<file path="src/rtl/branch_pc_unit_if.sv">
// Fetch-redirect bus between the execute-stage branch resolver and the fetch PC unit.
interface branch_pc_unit_if #(
   parameter int unsigned PC_W = 10
);
   logic            stall;
   logic            br_valid;
   logic            br_cond;
   logic            jmp;
   logic [PC_W-1:0] br_pc;
   logic [PC_W-1:0] br_offset;
   logic [PC_W-1:0] jmp_target;
   logic [PC_W-1:0] pc;
   logic            flush;
   logic            redirect;
   logic [15:0]     taken_cnt;

   modport master (
      output stall, br_valid, br_cond, jmp, br_pc, br_offset, jmp_target,
      input  pc, flush, redirect, taken_cnt
   );

   modport slave (
      input  stall, br_valid, br_cond, jmp, br_pc, br_offset, jmp_target,
      output pc, flush, redirect, taken_cnt
   );
endinterface

</file>
<file path="src/rtl/branch_pc_unit.sv">
// Fetch PC register with branch/jump redirect, a timed flush window and a saturating taken counter.
module branch_pc_unit #(
   parameter int unsigned PC_W         = 10,
   parameter int unsigned FLUSH_CYCLES = 2,
   parameter int unsigned CNT_W        = 16
) (
   input  logic             clk,
   input  logic             rst,
   branch_pc_unit_if.slave  bus
);
   localparam logic [1:0]       FCNT_INIT = 2'(FLUSH_CYCLES - 1);
   localparam logic [CNT_W-1:0] CNT_MAX   = '1;

   typedef enum logic {
      S_RUN,
      S_FLUSH
   } state_t;

   state_t           state_q, state_d;
   logic [1:0]       fcnt_q, fcnt_d;
   logic [PC_W-1:0]  pc_q, pc_d;
   logic             flush_q, flush_d;
   logic             redirect_q, redirect_d;
   logic [CNT_W-1:0] cnt_q, cnt_d;
   logic             taken;
   logic [PC_W-1:0]  target;

   always_ff @(posedge clk) begin
      if (rst) begin
         state_q    <= S_RUN;
         fcnt_q     <= 2'd0;
         pc_q       <= '0;
         flush_q    <= 1'b0;
         redirect_q <= 1'b0;
         cnt_q      <= '0;
      end else begin
         state_q    <= state_d;
         fcnt_q     <= fcnt_d;
         pc_q       <= pc_d;
         flush_q    <= flush_d;
         redirect_q <= redirect_d;
         cnt_q      <= cnt_d;
      end
   end

   // Branches arriving while the pipe is being squashed belong to wrong-path code.
   always_comb begin
      state_d    = state_q;
      fcnt_d     = fcnt_q;
      pc_d       = pc_q;
      flush_d    = 1'b0;
      redirect_d = 1'b0;
      cnt_d      = cnt_q;
      taken      = (state_q == S_RUN) && bus.br_valid && (bus.jmp || bus.br_cond);
      target     = bus.jmp ? bus.jmp_target
                           : bus.br_pc + PC_W'(1) + bus.br_offset;

      unique case (state_q)
         S_RUN: begin
            if (taken) begin
               pc_d       = target;
               redirect_d = 1'b1;
               flush_d    = 1'b1;
               fcnt_d     = FCNT_INIT;
               state_d    = S_FLUSH;
               if (cnt_q != CNT_MAX) cnt_d = cnt_q + CNT_W'(1);
            end else if (!bus.stall) begin
               pc_d = pc_q + PC_W'(1);
            end
         end
         S_FLUSH: begin
            if (!bus.stall) pc_d = pc_q + PC_W'(1);
            if (fcnt_q == 2'd0) begin
               state_d = S_RUN;
            end else begin
               flush_d = 1'b1;
               fcnt_d  = fcnt_q - 2'd1;
            end
         end
         default: state_d = S_RUN;
      endcase
   end

   assign bus.pc        = pc_q;
   assign bus.flush     = flush_q;
   assign bus.redirect  = redirect_q;
   assign bus.taken_cnt = 16'(cnt_q);

endmodule

</file>
<file path="src/flat_wrapper.sv">
// flat-port wrapper written by rule: the top's interface ports become plain ports
module branch_pc_unit_flat 
#(
   parameter int unsigned PC_W         = 10,
   parameter int unsigned FLUSH_CYCLES = 2,
   parameter int unsigned CNT_W        = 16
)
  (clk, rst, bus_stall, bus_br_valid, bus_br_cond, bus_jmp, bus_br_pc, bus_br_offset, bus_jmp_target, bus_pc, bus_flush, bus_redirect, bus_taken_cnt);
  branch_pc_unit_if #(.PC_W(PC_W)) bus_i ();
  input  logic clk;
  input  logic rst;
  input wire logic [$bits(bus_i.stall)-1:0] bus_stall;
  input wire logic [$bits(bus_i.br_valid)-1:0] bus_br_valid;
  input wire logic [$bits(bus_i.br_cond)-1:0] bus_br_cond;
  input wire logic [$bits(bus_i.jmp)-1:0] bus_jmp;
  input wire logic [$bits(bus_i.br_pc)-1:0] bus_br_pc;
  input wire logic [$bits(bus_i.br_offset)-1:0] bus_br_offset;
  input wire logic [$bits(bus_i.jmp_target)-1:0] bus_jmp_target;
  output wire logic [$bits(bus_i.pc)-1:0] bus_pc;
  output wire logic [$bits(bus_i.flush)-1:0] bus_flush;
  output wire logic [$bits(bus_i.redirect)-1:0] bus_redirect;
  output wire logic [$bits(bus_i.taken_cnt)-1:0] bus_taken_cnt;
  assign bus_i.stall = bus_stall;
  assign bus_i.br_valid = bus_br_valid;
  assign bus_i.br_cond = bus_br_cond;
  assign bus_i.jmp = bus_jmp;
  assign bus_i.br_pc = bus_br_pc;
  assign bus_i.br_offset = bus_br_offset;
  assign bus_i.jmp_target = bus_jmp_target;
  assign bus_pc = bus_i.pc;
  assign bus_flush = bus_i.flush;
  assign bus_redirect = bus_i.redirect;
  assign bus_taken_cnt = bus_i.taken_cnt;
  branch_pc_unit #(.PC_W(PC_W), .FLUSH_CYCLES(FLUSH_CYCLES), .CNT_W(CNT_W)) u_core (.clk(clk), .rst(rst), .bus(bus_i));
endmodule
</file>
<file path="config.mk">
export PLATFORM = sky130hd
export DESIGN_NAME = branch_pc_unit_flat
export DESIGN_NICKNAME = d
export VERILOG_FILES = /design/src/rtl/branch_pc_unit_if.sv /design/src/rtl/branch_pc_unit.sv /design/src/flat_wrapper.sv
export SDC_FILE = /design/constraint.sdc
export NUM_CORES = 1
export LEC_CHECK = 0
export ABC_CLOCK_PERIOD_IN_PS = 2100
export CAP_MARGIN = 30
export CORE_ASPECT_RATIO = 1.25
export CORE_UTILIZATION = 40
export CTS_CLUSTER_DIAMETER = 200
export CTS_CLUSTER_SIZE = 40
export DETAILED_ROUTE_END_ITERATION = 7
export PLACE_DENSITY = 0.7
export SYNTH_ARGS = -nofsm -noshare
export SYNTH_HDL_FRONTEND = slang
export SYNTH_SLANG_ARGS = --single-unit
</file>
<file path="constraint.sdc">
create_clock -name clk -period 2.1 [get_ports clk]
set_input_delay 0.21 -clock clk [delete_from_list [all_inputs] [get_ports clk]]
set_output_delay 0.21 -clock clk [all_outputs]
set_load 0.005 [all_outputs]
</file>
Word-level counts from Yosys, hierarchy flattened
Cells that the tools add are included.
W data, S select, Z words.
{"block": "totals", "inputBits": 36, "reg_bits": 30, "output_inout_bits": 28}
{"block": "op_classes", "n_reduce_logical": 7, "eq_ne": 3, "add_sub_neg": 5, "n_mux": 10, "n_bitwise": 1}
{"cell": "$mux W10", "n": 3}
{"cell": "$add A10 B1 Y10 const B", "n": 2}
{"cell": "$pmux W10 S2", "n": 1}
{"cell": "$add A16 B1 Y16 const B", "n": 1}
{"cell": "$ne A16 B16 Y1 const B", "n": 1}
{"cell": "$add A10 B10 Y10", "n": 1}
{"cell": "$mux W2", "n": 2}
{"cell": "$pmux W2 S2", "n": 1}
{"cell": "$reduce_and A3 Y1", "n": 1}
{"cell": "$logic_and A1 B1 Y1", "n": 2}
{"cell": "$logic_not A2 Y1", "n": 1}
{"cell": "$mux W1", "n": 2}
{"cell": "$ne A2 B1 Y1 const B", "n": 1}
{"cell": "$ne A2 B2 Y1 const B", "n": 1}
{"cell": "$pmux W1 S2", "n": 1}
{"cell": "$reduce_and A2 Y1", "n": 1}
{"cell": "$reduce_or A2 Y1", "n": 1}
{"cell": "$sub A2 B1 Y2 const B", "n": 1}
{"cell": "$logic_or A1 B1 Y1", "n": 1}
{"cell": "$not A1 Y1", "n": 1}

Logic depth before layout (Yosys ltp)
{"block": "logic_depth", "ltp_word": 5, "mapped_depth": 9}

Least setup slack after synthesis
OpenSTA, ideal clock, no wires.
{"block": "synth_timing", "kind": "input to register", "start": "input port bus_br_offset[0]", "end": "register u_core.pc_q[6] (netlist: u_core.bus.pc[6])", "setup_time_ps": 146, "cell_stages": 9, "slack_ps": 287, "required_time_ps": 1954, "arrival_ps": 1668, "path_cell_list": "inv_1 ha_1 inv_1 fa_1 a21oi_1 o21ai_0 or4_1 nand3_1 a211oi_1"}
{"block": "synth_between", "elab_chain_len": 4}
{"element": "start, declared", "line_no": "flat_wrapper.sv:17", "text": "input wire logic [$bits(bus_i.br_offset)-1:0] bus_br_offset;"}
{"element": "$add A10 B10 Y10", "line_no": "branch_pc_unit.sv:56", "text": ": bus.br_pc + PC_W'(1) + bus.br_offset;"}
{"element": "$mux W10", "line_no": "branch_pc_unit.sv:55", "text": "target = bus.jmp ? bus.jmp_target"}
{"element": "$mux W10", "line_no": "branch_pc_unit.sv:60", "text": "if (taken) begin"}
{"element": "$pmux W10 S2", "line_no": "branch_pc_unit.sv:58", "text": "unique case (state_q)"}
{"element": "end signal, assigned", "line_no": "branch_pc_unit.sv:39", "text": "pc_q <= pc_d;"}
{"element": "end, declared", "line_no": "branch_pc_unit.sv:21", "text": "logic [PC_W-1:0] pc_q, pc_d;"}
Every way passes these cells.
A chain may end at the register's enable or synchronous reset.

Worst setup path in the final report
Ends and elaborated chain as after synthesis.

==> results.yml <==
cells_and_area:
  fill_cells: 454
  drive_gt1_frac: 0.0897
  final_cell_mix: "clkdlybuf4s50_1, dfxtp_1, nor2_1"
  diodes: 0
  fin_nets: 349
  mostFrequentLayoutCell: "clkdlybuf4s50_1"
  finalInstanceArea_um2: 2800
  syn2layout_area_growth_pct: 42.3
yosys:
  synthFlopType: "dfxtp_1"
  synth_area_per_cell_um2: 8.64
  synth_cell_types: 54
  synth_cells: 228
  synth_top_area_cell: "dfxtp_1"
  synth_area_um2: 1970
  synth.top_cell.area_share: 0.305
  synth_seq_area_share: 0.305
  synth_nets: 277
  ys_ff_latch: 30
  async_flop_share: 0
  synth_area_leaders: "dfxtp_1, ha_1, xor2_1, xnor2_1, nor2_1"
  yosysWarnings: 0
  synth_edf_count: 0
pwr:
  power.total_mw: 1.47
  p_leak_nw: 1.06
  ir_worst_vdd_mv: 0.299
  powerDensity_nw_per_um2: 524
die:
  die_w_um: 64.8
  fp-row-count: 28
  core_um2: 4730
  ios: 64
  initial_core_util: 0.417
  die_area_um2: 5210
  die_height_um: 80.5
place:
  placed_cell_area_um2: 2710
  place_hpwl_um: 3700
  place_congestion: 0.798
  portBuffers: 63
clocking:
  ctsHtreeMaxLevel: 2
  cts-buffers-inserted: 5
  root_buffer: "clkbuf_8"
  cts.clk_slew.worst_paths_ns: 0.06
  cts_resized: 0
  cts_tree: "done"
  cts.sinks: 30
  cts_buffer_depth: 2
  post_cts.repair.setup_buffers: 0
  clk_latency_ns: 0.28
  hold_buffers: 0
critical_path:
  endpoint_kind: "flop"
  startpoint_type: "primary input"
  arrival_ns: 2.18
  timing.setup.critical_path_class: "primary input to flop"
  path_max_fanout: 3
  required_ns: 2.29
job:
  maxCapViolCount: 0
global_route:
  grt_overflow_total: 0
  grt_max_degree: 18
  grt_pass1_vias: 1758
  grt_usage: 0.191
  antenna_found_initial: 0
  grt_pass1_wl_um: 7650
route:
  wl_per_cell_um: 13.1
  final_antenna_net_count: 0
  via_per_inst: 5.48
  drc_errors: 0
  drt_iter0_markers: 59
  drt_wl_total_um: 4740
  first_pass_iters: 4
  dr_total_vias: 1977
outcome:
  status: "complete, no violations"
timing:
  tightest_slew_ns: 0.462
  clock_skew_ns: 0.00905
  fmax_mhz: 502
  slew_headroom: 0.691
  setup_viol: 0
  hold_viol: 0
  period_needed_ns: 1.99
  fin_crit_sh: 0.948
  slew_violations: 0
hold_path:
  hold_class: "flop to flop"
==> flip-flops by register name, summed over array words and instances (netlist names) <==
| name | cells |
|---|---|
| u_core.bus.pc | 10 |
| u_core.bus.redirect | 1 |
| u_core.bus.taken_cnt | 16 |
| u_core.bus.flush | 1 |
| u_core.fcnt_q | 2 |
==> metal layers <==
metal  GRT usage  wire length [µm]  vias up
met5           0                 0        -
li1            -                 -      993
met4      0.0667                42        0
met1       0.206              1960      919
met2       0.353              2450       61
met3      0.0469               279        4
==> worst max-delay path, cell delays in order <==
cell             delay, ns
clkdlybuf4s50_1       0.39
inv_1                 0.05
ha_1                  0.16
inv_1                 0.06
fa_1                  0.41
a21oi_2               0.18
o21ai_1               0.10
buf_4                 0.15
o21ai_0               0.14
nand3_1               0.09
a211oi_1              0.22
==> report_power, final <==
group	internal [mW]	switching, mW	leakage (nW)	total [mW]
Combinational	0.206	0.152	0.767	0.358
Clock	0.264	0.221	0.0482	0.485
Sequential	0.598	0.0288	0.245	0.626
==> final timing paths <==
kind / from / to / slack, ns / depth (start not counted)
worst max register to register: u_core.bus.taken_cnt[0] / u_core.bus.taken_cnt[5] / 0.39 / 6
worst max-delay path: bus_br_offset[0] / u_core.bus.pc[6] / 0.11 / 11
worst min-delay path: u_core.fcnt_q[1] / u_core.fcnt_q[1] / 0.50 / 2
worst min register to register: u_core.fcnt_q[1] / u_core.fcnt_q[1] / 0.50 / 2
==> cell families (layout without fill, tap and decap cells) <==
group                      Yosys count  in the layout  synth area share
AOI/OAI and AO/OA                   53             53             0.177
xor gates and xnor gates            24             24             0.107
adders and majority gates           13             13            0.0863
buffers and inverters               12             85            0.0254
DFF                                 30             30             0.305
muxes                                1              1           0.00508
and+or+nand+nor                     95             95             0.295
==> cells in the mapped netlist, drive strengths merged, types with 4 or more instances <==
cell    number
a211oi      10
a21oi       13
and3         6
dfxtp       30
ha          12
inv          6
nand2       13
nand3        7
nand4        8
nor2        22
nor2b        5
nor3         7
o21a         4
o21ai       13
or3          4
xnor2       11
xor2        13
==> area by class of cell <==
cell class | count | area (µm²) | area share
Multi-Input combinational cell | 186 | 1320 | 0.472
Timing Repair Buffer | 71 | 691 | 0.246
Sequential cell | 30 | 601 | 0.214
Clock buffer | 7 | 86.3 | 0.0308
Tap cell | 60 | 75.1 | 0.0268
Inverter | 6 | 22.5 | 0.00803
Clock inverter | 1 | 5.00 | 0.00178
==> through the flow <==
| step | util | cells | hold slack [ns] | TNS, ns | worst slack [ns] |
|---|---|---|---|---|---|
| 2_1_floorplan | - | 228 | 0.437 | 0 | 0.287 |
| 3_3_place_gp | 0.573 | 353 | 0.476 | -0.501 | -0.173 |
| 3_5_place_dp | 0.573 | 353 | 0.490 | -0.664 | -0.209 |
| 4_1_cts | 0.592 | 361 | 0.506 | 0 | 0.0563 |
| 5_1_grt | 0.593 | 361 | 0.555 | -0.0181 | -0.0181 |
| 6_report | 0.593 | 361 | 0.504 | 0 | 0.110 |
Power figures use the tool's default switching activity.
